### src/rtl/fcpu_pkg.sv
// Shared AXI response codes, FSM state types and burst-length helper for the serial bridge.
package fcpu_pkg;

    localparam logic [1:0] RESP_OKAY   = 2'b00;
    localparam logic [1:0] RESP_SLVERR = 2'b10;

    typedef enum logic [1:0] {
        W_IDLE,
        W_DATA,
        W_PUSH,
        W_RESP
    } wr_state_t;

    typedef enum logic [1:0] {
        R_IDLE,
        R_WAIT,
        R_DATA
    } rd_state_t;

    // AXI len encodes beats-1; a 9-bit count holds 256 without wrapping.
    function automatic logic [8:0] beats_of(input logic [7:0] len);
        return {1'b0, len} + 9'd1;
    endfunction

endpackage

### src/rtl/axi_serial_bridge.sv
// AXI write bursts are streamed byte-wise to a serial transmitter; AXI reads pull bytes from a receiver.
// Optional `AXI_SERIAL_BRIDGE_STATUS_EN: reads with araddr[2]=1 return {rx_valid, tx_ready} instead of rx data.
module axi_serial_bridge
    import fcpu_pkg::*;
#(
    parameter int ID_W   = 4,
    parameter int ADDR_W = 32
) (
    input  logic              clk,
    input  logic              nrst,
    input  logic [ID_W-1:0]   io_awid,
    input  logic [ADDR_W-1:0] io_awaddr,
    input  logic [7:0]        io_awlen,
    input  logic              io_awvalid,
    output logic              io_awready,
    input  logic [7:0]        io_wdata,
    input  logic              io_wlast,
    input  logic              io_wvalid,
    output logic              io_wready,
    output logic [ID_W-1:0]   io_bid,
    output logic [1:0]        io_bresp,
    output logic              io_bvalid,
    input  logic              io_bready,
    input  logic [ID_W-1:0]   io_arid,
    input  logic [ADDR_W-1:0] io_araddr,
    input  logic [7:0]        io_arlen,
    input  logic              io_arvalid,
    output logic              io_arready,
    output logic [ID_W-1:0]   io_rid,
    output logic [7:0]        io_rdata,
    output logic [1:0]        io_rresp,
    output logic              io_rlast,
    output logic              io_rvalid,
    input  logic              io_rready,
    output logic [7:0]        tx_data,
    output logic              tx_valid,
    input  logic              tx_ready,
    input  logic [7:0]        rx_data,
    input  logic              rx_valid,
    output logic              rx_ready
);

    // ---------------- write path ----------------
    wr_state_t         r_wst, w_wst_nxt;
    logic [8:0]        r_wcnt, w_wcnt_nxt;
    logic [1:0]        r_bresp, w_bresp_nxt;
    logic [ID_W-1:0]   r_bid;
    logic [7:0]        r_tx_data;
    logic              r_wlast;
    logic              r_awready, r_wready, r_tx_valid, r_bvalid;
    logic              w_aw_hs, w_w_hs, w_tx_hs, w_b_hs;

    assign w_aw_hs = r_awready  && io_awvalid;
    assign w_w_hs  = r_wready   && io_wvalid;
    assign w_tx_hs = r_tx_valid && tx_ready;
    assign w_b_hs  = r_bvalid   && io_bready;

    always_comb begin
        w_wst_nxt   = r_wst;
        w_wcnt_nxt  = r_wcnt;
        w_bresp_nxt = r_bresp;
        case (r_wst)
            W_IDLE: if (w_aw_hs) begin
                w_wcnt_nxt = beats_of(io_awlen);
                w_wst_nxt  = W_DATA;
            end
            W_DATA: if (w_w_hs) w_wst_nxt = W_PUSH;
            W_PUSH: if (w_tx_hs) begin
                w_wcnt_nxt = r_wcnt - 9'd1;
                if (w_wcnt_nxt == '0 || r_wlast) begin
                    w_wst_nxt   = W_RESP;
                    // wlast must coincide exactly with the final counted beat
                    w_bresp_nxt = (r_wlast == (r_wcnt == 9'd1)) ? RESP_OKAY : RESP_SLVERR;
                end else begin
                    w_wst_nxt = W_DATA;
                end
            end
            W_RESP: if (w_b_hs) w_wst_nxt = W_IDLE;
            default: w_wst_nxt = W_IDLE;
        endcase
    end

    always_ff @(posedge clk) begin
        if (!nrst) begin
            r_wst      <= W_IDLE;
            r_wcnt     <= '0;
            r_bresp    <= RESP_OKAY;
            r_bid      <= '0;
            r_tx_data  <= '0;
            r_wlast    <= 1'b0;
            r_awready  <= 1'b0;
            r_wready   <= 1'b0;
            r_tx_valid <= 1'b0;
            r_bvalid   <= 1'b0;
        end else begin
            r_wst      <= w_wst_nxt;
            r_wcnt     <= w_wcnt_nxt;
            r_bresp    <= w_bresp_nxt;
            r_awready  <= (w_wst_nxt == W_IDLE);
            r_wready   <= (w_wst_nxt == W_DATA);
            r_tx_valid <= (w_wst_nxt == W_PUSH);
            r_bvalid   <= (w_wst_nxt == W_RESP);
            if (w_aw_hs) r_bid <= io_awid;
            if (w_w_hs) begin
                r_tx_data <= io_wdata;
                r_wlast   <= io_wlast;
            end
        end
    end

    // ---------------- read path ----------------
    rd_state_t         r_rst, w_rst_nxt;
    logic [8:0]        r_rcnt, w_rcnt_nxt;
    logic [ID_W-1:0]   r_rid;
    logic [ADDR_W-1:0] r_raddr;
    logic [7:0]        r_rdata;
    logic              r_arready, r_rx_ready, r_rvalid, r_rlast;
    logic              w_ar_hs, w_rx_hs, w_r_hs;
    logic              w_ar_status, w_rd_status, w_stat_cap;
    logic              w_unused;

    assign w_ar_hs = r_arready  && io_arvalid;
    assign w_rx_hs = r_rx_ready && rx_valid;
    assign w_r_hs  = r_rvalid   && io_rready;

`ifdef AXI_SERIAL_BRIDGE_STATUS_EN
    assign w_ar_status = io_araddr[2];
    assign w_rd_status = r_raddr[2];
`else
    assign w_ar_status = 1'b0;
    assign w_rd_status = 1'b0;
`endif

    // Status beats are resampled at every entry into R_DATA.
    assign w_stat_cap = (w_ar_hs && w_ar_status) || (w_r_hs && w_rd_status && w_rcnt_nxt != '0);
    assign w_unused   = ^{io_awaddr, r_raddr};

    always_comb begin
        w_rst_nxt  = r_rst;
        w_rcnt_nxt = r_rcnt;
        case (r_rst)
            R_IDLE: if (w_ar_hs) begin
                w_rcnt_nxt = beats_of(io_arlen);
                w_rst_nxt  = w_ar_status ? R_DATA : R_WAIT;
            end
            R_WAIT: if (w_rx_hs) w_rst_nxt = R_DATA;
            R_DATA: if (w_r_hs) begin
                w_rcnt_nxt = r_rcnt - 9'd1;
                if (w_rcnt_nxt == '0)  w_rst_nxt = R_IDLE;
                else if (w_rd_status)  w_rst_nxt = R_DATA;
                else                   w_rst_nxt = R_WAIT;
            end
            default: w_rst_nxt = R_IDLE;
        endcase
    end

    always_ff @(posedge clk) begin
        if (!nrst) begin
            r_rst      <= R_IDLE;
            r_rcnt     <= '0;
            r_rid      <= '0;
            r_raddr    <= '0;
            r_rdata    <= '0;
            r_arready  <= 1'b0;
            r_rx_ready <= 1'b0;
            r_rvalid   <= 1'b0;
            r_rlast    <= 1'b0;
        end else begin
            r_rst      <= w_rst_nxt;
            r_rcnt     <= w_rcnt_nxt;
            r_arready  <= (w_rst_nxt == R_IDLE);
            r_rx_ready <= (w_rst_nxt == R_WAIT);
            r_rvalid   <= (w_rst_nxt == R_DATA);
            r_rlast    <= (w_rst_nxt == R_DATA) && (w_rcnt_nxt == 9'd1);
            if (w_ar_hs) begin
                r_rid   <= io_arid;
                r_raddr <= io_araddr;
            end
            if (w_rx_hs)         r_rdata <= rx_data;
            else if (w_stat_cap) r_rdata <= {6'b0, rx_valid, tx_ready};
        end
    end

    assign io_awready = r_awready;
    assign io_wready  = r_wready;
    assign io_bid     = r_bid;
    assign io_bresp   = r_bresp;
    assign io_bvalid  = r_bvalid;
    assign tx_data    = r_tx_data;
    assign tx_valid   = r_tx_valid;
    assign io_arready = r_arready;
    assign io_rid     = r_rid;
    assign io_rdata   = r_rdata;
    assign io_rresp   = RESP_OKAY;
    assign io_rlast   = r_rlast;
    assign io_rvalid  = r_rvalid;
    assign rx_ready   = r_rx_ready;

endmodule
### config.mk
export PLATFORM = sky130hd
export DESIGN_NAME = axi_serial_bridge
export DESIGN_NICKNAME = d
export VERILOG_FILES = /design/src/rtl/fcpu_pkg.sv /design/src/rtl/axi_serial_bridge.sv
export SDC_FILE = /design/constraint.sdc
export NUM_CORES = 1
export LEC_CHECK = 0
export BUFFER_PORTS_ARGS = -buffer_cell sky130_fd_sc_hd__buf_4
export CAP_MARGIN = 10
export CORE_ASPECT_RATIO = 2
export CORE_MARGIN = 2
export CORE_UTILIZATION = 45
export DETAILED_ROUTE_END_ITERATION = 12
export PLACE_DENSITY = 0.83
export SLEW_MARGIN = 25
export SYNTH_ARGS = -nofsm -noshare
export SYNTH_HDL_FRONTEND = slang
export SYNTH_SLANG_ARGS = --single-unit
### constraint.sdc
create_clock -name clk -period 2.53 [get_ports clk]
set_input_delay 0.1265 -clock clk [delete_from_list [all_inputs] [get_ports clk]]
set_output_delay 0.1265 -clock clk [all_outputs]
set_load 0.01 [all_outputs]
# == Yosys cells after proc, flatten, opt, wreduce, memory -nomap -nowiden ==
# Cells that the tools add are included.
# word_totals
in_bits,114
reg_bits,57
wordCells,73
out_inout_bits,36
# op_classes
reduce_logical,18
n_addsub,4
mux,18
eq_ne,15
# ops
cell,count
9-bit 2-to-1 mux,4
9-bit case mux with 2 select lines,2
8-bit by 1-bit adder with 9-bit output (second input constant),2
9-bit by 1-bit equality test with 1-bit output (second input constant),2
9-bit logical NOT,2
2-bit 2-to-1 mux,9
9-bit by 1-bit subtractor with 9-bit output (second input constant),2
2-bit equality test (second input constant),6
2-bit by 1-bit equality test with 1-bit output (second input constant),4
1-bit logical AND,8
2-bit logical NOT,4
2-bit case mux with 4 select lines,1
2-bit case mux with 3 select lines,1
3-bit AND reduction,2
2-bit inequality test (second input constant),2
2-bit nonzero test,1
1-bit equality test,1
1-bit logical OR,1
1-bit 2-to-1 mux,1

# == Longest topological paths before layout ==
# depth
word_depth,7
ltp_mapped,8
depth_no_buf,8

# == Least setup slack after synthesis ==
# No wires, ideal clock.
# synth_path
path_type,register to register
from,reg r_wcnt[1]
to,"reg r_bvalid, in the netlist io_bvalid"
arrival_ns,1.834
setup_time_ns,0.116
setup_slack_ns,0.581
n_path_buf,0
path_stages_with_launch,9
synth_period_minus_slack_ns,1.949
path_cell_list,dfxtp_1 -> inv_1 -> ha_1 -> nor3b_4 -> nand2_1 -> xnor2_1 -> a311oi_2 -> o41a_2 -> and3_1
# synth_between
elab_chain_cells,7
# synth_lines
item,line_no,rtl
"start, declared",axi_serial_bridge.sv:45,"logic [8:0] r_wcnt, w_wcnt_nxt;"
"start signal, assigned",axi_serial_bridge.sv:97,r_wcnt <= w_wcnt_nxt;
9-bit by 1-bit subtractor with 9-bit output,axi_serial_bridge.sv:69,w_wcnt_nxt = r_wcnt - 9'd1;
9-bit logical NOT,axi_serial_bridge.sv:70,if (w_wcnt_nxt == '0 || r_wlast) begin
1-bit logical OR,axi_serial_bridge.sv:70,
2-bit 2-to-1 mux,axi_serial_bridge.sv:70,
2-bit 2-to-1 mux,axi_serial_bridge.sv:68,W_PUSH: if (w_tx_hs) begin
2-bit case mux with 4 select lines,axi_serial_bridge.sv:62,case (r_wst)
2-bit equality test,axi_serial_bridge.sv:102,r_bvalid <= (w_wst_nxt == W_RESP);
"end signal, assigned",axi_serial_bridge.sv:102,
"end, declared",axi_serial_bridge.sv:50,"logic r_awready, r_wready, r_tx_valid, r_bvalid;"
# No other way between the ends.
# A chain may end at the register's enable or synchronous reset.

# == Worst setup path after layout ==
# layout_path
from,reg r_rcnt[0]
to,"reg r_rlast, in the netlist io_rlast"
# layout_between
elab_chain_cells,7
elab_cells_between_ends,11
classes_between,1 x add/sub; 2 x eq/ne; 6 x mux; 2 x reduce/logical
# layout_lines
item,line_no,rtl
"start, declared",axi_serial_bridge.sv:113,"logic [8:0] r_rcnt, w_rcnt_nxt;"
"start signal, assigned",axi_serial_bridge.sv:170,r_rcnt <= w_rcnt_nxt;
9-bit by 1-bit subtractor with 9-bit output,axi_serial_bridge.sv:148,w_rcnt_nxt = r_rcnt - 9'd1;
9-bit logical NOT,axi_serial_bridge.sv:149,if (w_rcnt_nxt == '0) w_rst_nxt = R_IDLE;
1-bit 2-to-1 mux,axi_serial_bridge.sv:149,
2-bit 2-to-1 mux,axi_serial_bridge.sv:147,R_DATA: if (w_r_hs) begin
2-bit case mux with 3 select lines,axi_serial_bridge.sv:141,case (r_rst)
2-bit equality test,axi_serial_bridge.sv:174,r_rlast <= (w_rst_nxt == R_DATA) && (w_rcnt_nxt == 9'd1);
1-bit logical AND *,axi_serial_bridge.sv:174,
"end signal, assigned",axi_serial_bridge.sv:174,
"end, declared",axi_serial_bridge.sv:117,"logic r_arready, r_rx_ready, r_rvalid, r_rlast;"
# Every way passes the cells marked *; elsewhere a longest branch is shown, timed or not.

==> reports/results.tsv <==
metric	value	unit
total area of sequential cells	0.00112	sq mm
non-filler cells, final	526	
CTS sink count	56	
first-pass GRT wire length	11100	um
status	complete, no violations	
Worst-path clk slew	70	ps
drt pass-1 iters	4	
fin util	59.2	%
crit path max fanout	6	
Final Instance Area	0.00370	sq mm
TNS Setup	0	ps
CTS max path bufs	2	
All-Layer GR Usage	20.4	%
die width	60.5	um
IO Pins	150	
Leakage	1.51	nW
final WL	7070	um
port buffer count	82	
Clk Latency, worst-skew pair	290	ps
Syn Inst Count	366	
global placement routability congestion	0.939	
Post-Place Cell Area	0.00352	sq mm
count leader, synth	nand2_1	
maximum clock frequency	0.444	GHz
Most used DFF post-synth	dfxtp_1	
Final Setup Violations	0	
Final Cycle Share	89.0	%
Max-Cap Viols	0	
share of cells above drive strength 1	24.1	%
slowest library cell on the worst path	a221oi_1	
Yosys cell types	57	
Rows	41	
worst r2r dst	io_rlast	
hold_buf cts	0	
worst min path class	in2reg	
Setup crit end kind	flop	
Tot Pwr	2.21	mW
ranking of synthesized cells by area	dfxtp_1, nand2_1, a21oi_1	
Final Hold Fails	0	
ANT nets after route	0	
CTS Root Cell	clkbuf_16	
FF-to-FF path depth	8	
WL/cell	13.4	um
Antenna Cells	0	
hold-critical path depth	3	
kind of critical path	reg2reg	
sequential area share after synthesis	39.0	%
NumNets Final	560	
pin count of the biggest net entering global routing	44	
Area growth syn-to-layout	29.0	%
max_slew headroom	59.4	%
starting density of the core	45.9	%
Post-synth top cells	nand2_1, dfxtp_1, a21oi_1	
Pins Over Slew Limit	0	
Post-synth EDFFs	0	
PD cells	598	mW/mm^2
Setup Skew	7.09	ps
cell taking the most area after synthesis	dfxtp_1	
register bit total from synthesis	56	
cts bufs inserted	5	
RSZ-0062 raised after global routing	no	
number of global-route vias before repair	2723	
# DRC	0	
crit path DAT	2420	ps
ys async rst share	0	%
Multi-input gate area	0.00164	sq mm
share of the synthesized area in the top cell type	39.0	%
worst endpoint required time	2700	ps
syn avg cell area	7.85	sq um
# fillers	573	
CTS tree	built	
initial antenna violation count	0	
CP max stage delay	390	ps
Worst Min Path Start	io_wdata[0]	
vias	2870	
Least-Margin Pin Slew	608	ps
CORE AREA	0.00626	sq mm
Yosys Warn Count	0	
WHS Endpoint	tx_data[0]	
minimum clock period	2250	ps
initial DRC count	183	
via-per-instance ratio	5.46	
DP HPWL	5400	um
flop2flop setup slack	280	ps
Die ar.	0.00707	sq mm
Mapped Area	0.00287	sq mm
dpl cells	518	
CTS H-tree depth	2	
Max rail drop VDD	239	uV
final global-route overflow total	0	
reg-to-reg startpoint	r_rcnt[0]	
Die H	117	um
CP Launch Type	flop	
crit path cell chain	inv_1 > ha_1 > nor3b_2 > nand2_1 > xnor2_1 > a221oi_1 > nand4_1 > nor4_1	
[worst max-delay path by stage]
stage | from | endpoint
finish | r_rcnt[0] | io_rlast
global route | r_wcnt[1] | io_awready
CTS | r_rcnt[0] | io_rlast
detailed placement | r_rcnt[0] | io_rlast
global placement | r_rcnt[0] | io_rlast
floorplan | r_wcnt[1] | io_bvalid
[kinds of logic after synthesis]
family | Yosys count | synth area share [%]
DFF | 56 | 39.0
and+or+nand+nor | 170 | 29.3
buffers and inverters | 27 | 4.27
adders and majority gates | 7 | 3.05
AOI/OAI and AO/OA | 87 | 18.7
other | 1 | 0.131
xor gates and xnor gates | 18 | 5.49
[final cells by class]
class,count,area share [%]
multi-input cells,285,44.3
repair buffers,83,16.8
well taps,86,2.90
inverters,8,0.811
flip-flops and latches,56,30.3
clock inverters,1,0.811
clock buffers,7,4.12
[report_power, final]
part	internal (mW)	switching (mW)	total, mW
registers	0.929	0.0523	0.981
clock network	0.521	0.302	0.824
logic	0.195	0.215	0.410
[timing repair]
item / in CTS / in global routing
setup endpoints to repair: 0 / 1
gates resized for setup: 0 / 1
setup buffers: 0 / 0
[state kept, by name, summed over array words and instances, names as in the netlist, 2 cells and up]
name and cells:
io_bid 4, io_rid 4, io_rdata 8, r_wcnt 9, r_wst 2, r_rcnt 9, r_rst 2, tx_data 8
[critical path: cells and delay by family (launching register included)]
family | cells | cell delay (ps)
and+or+nand+nor | 4 | 890
AOI/OAI and AO/OA | 1 | 390
xor gates and xnor gates | 1 | 180
DFF | 1 | 360
buffers and inverters | 1 | 100
adders and majority gates | 1 | 220
[per-stage QoR]
stage               hold WS, ps  setup slack [ps]
floorplan                   262               581
global placement            379               235
detailed placement          387               212
CTS                        78.8               147
global route               87.0              47.6
finish                     83.0               278
[layer usage]
layer,share of wire (%),GRT usage [%],up-vias
met4,3.8,12.0,0
met3,5.4,3.52,25
li1,-,-,1428
met2,54,39.1,115
met5,0,0,-
met1,37,18.9,1302
[layout by cell type (no fill, tap or decap), types with 2 or more instances in the layout]
master     count
nand4_1        4
nor4_1         5
o21ai_0       16
xnor2_1       12
nor3_1         5
clkbuf_16      5
or3_1          2
a221oi_1       2
a31oi_1        6
and3_1         5
nand2_1       66
and2_1         6
clkbuf_8       2
nand4b_1       2
dfxtp_1       56
inv_1          7
buf_4         83
nand3_1       19
conb_1         3
nand2b_1       3
nor2_1        36
ha_1           7
xor2_1         6
a211oi_1       5
nor2b_1        2
a21oi_1       40
o22ai_1        2
a21o_1         2
o221a_2        2
nor3b_1        2
Power figures use the tool's default switching activity.
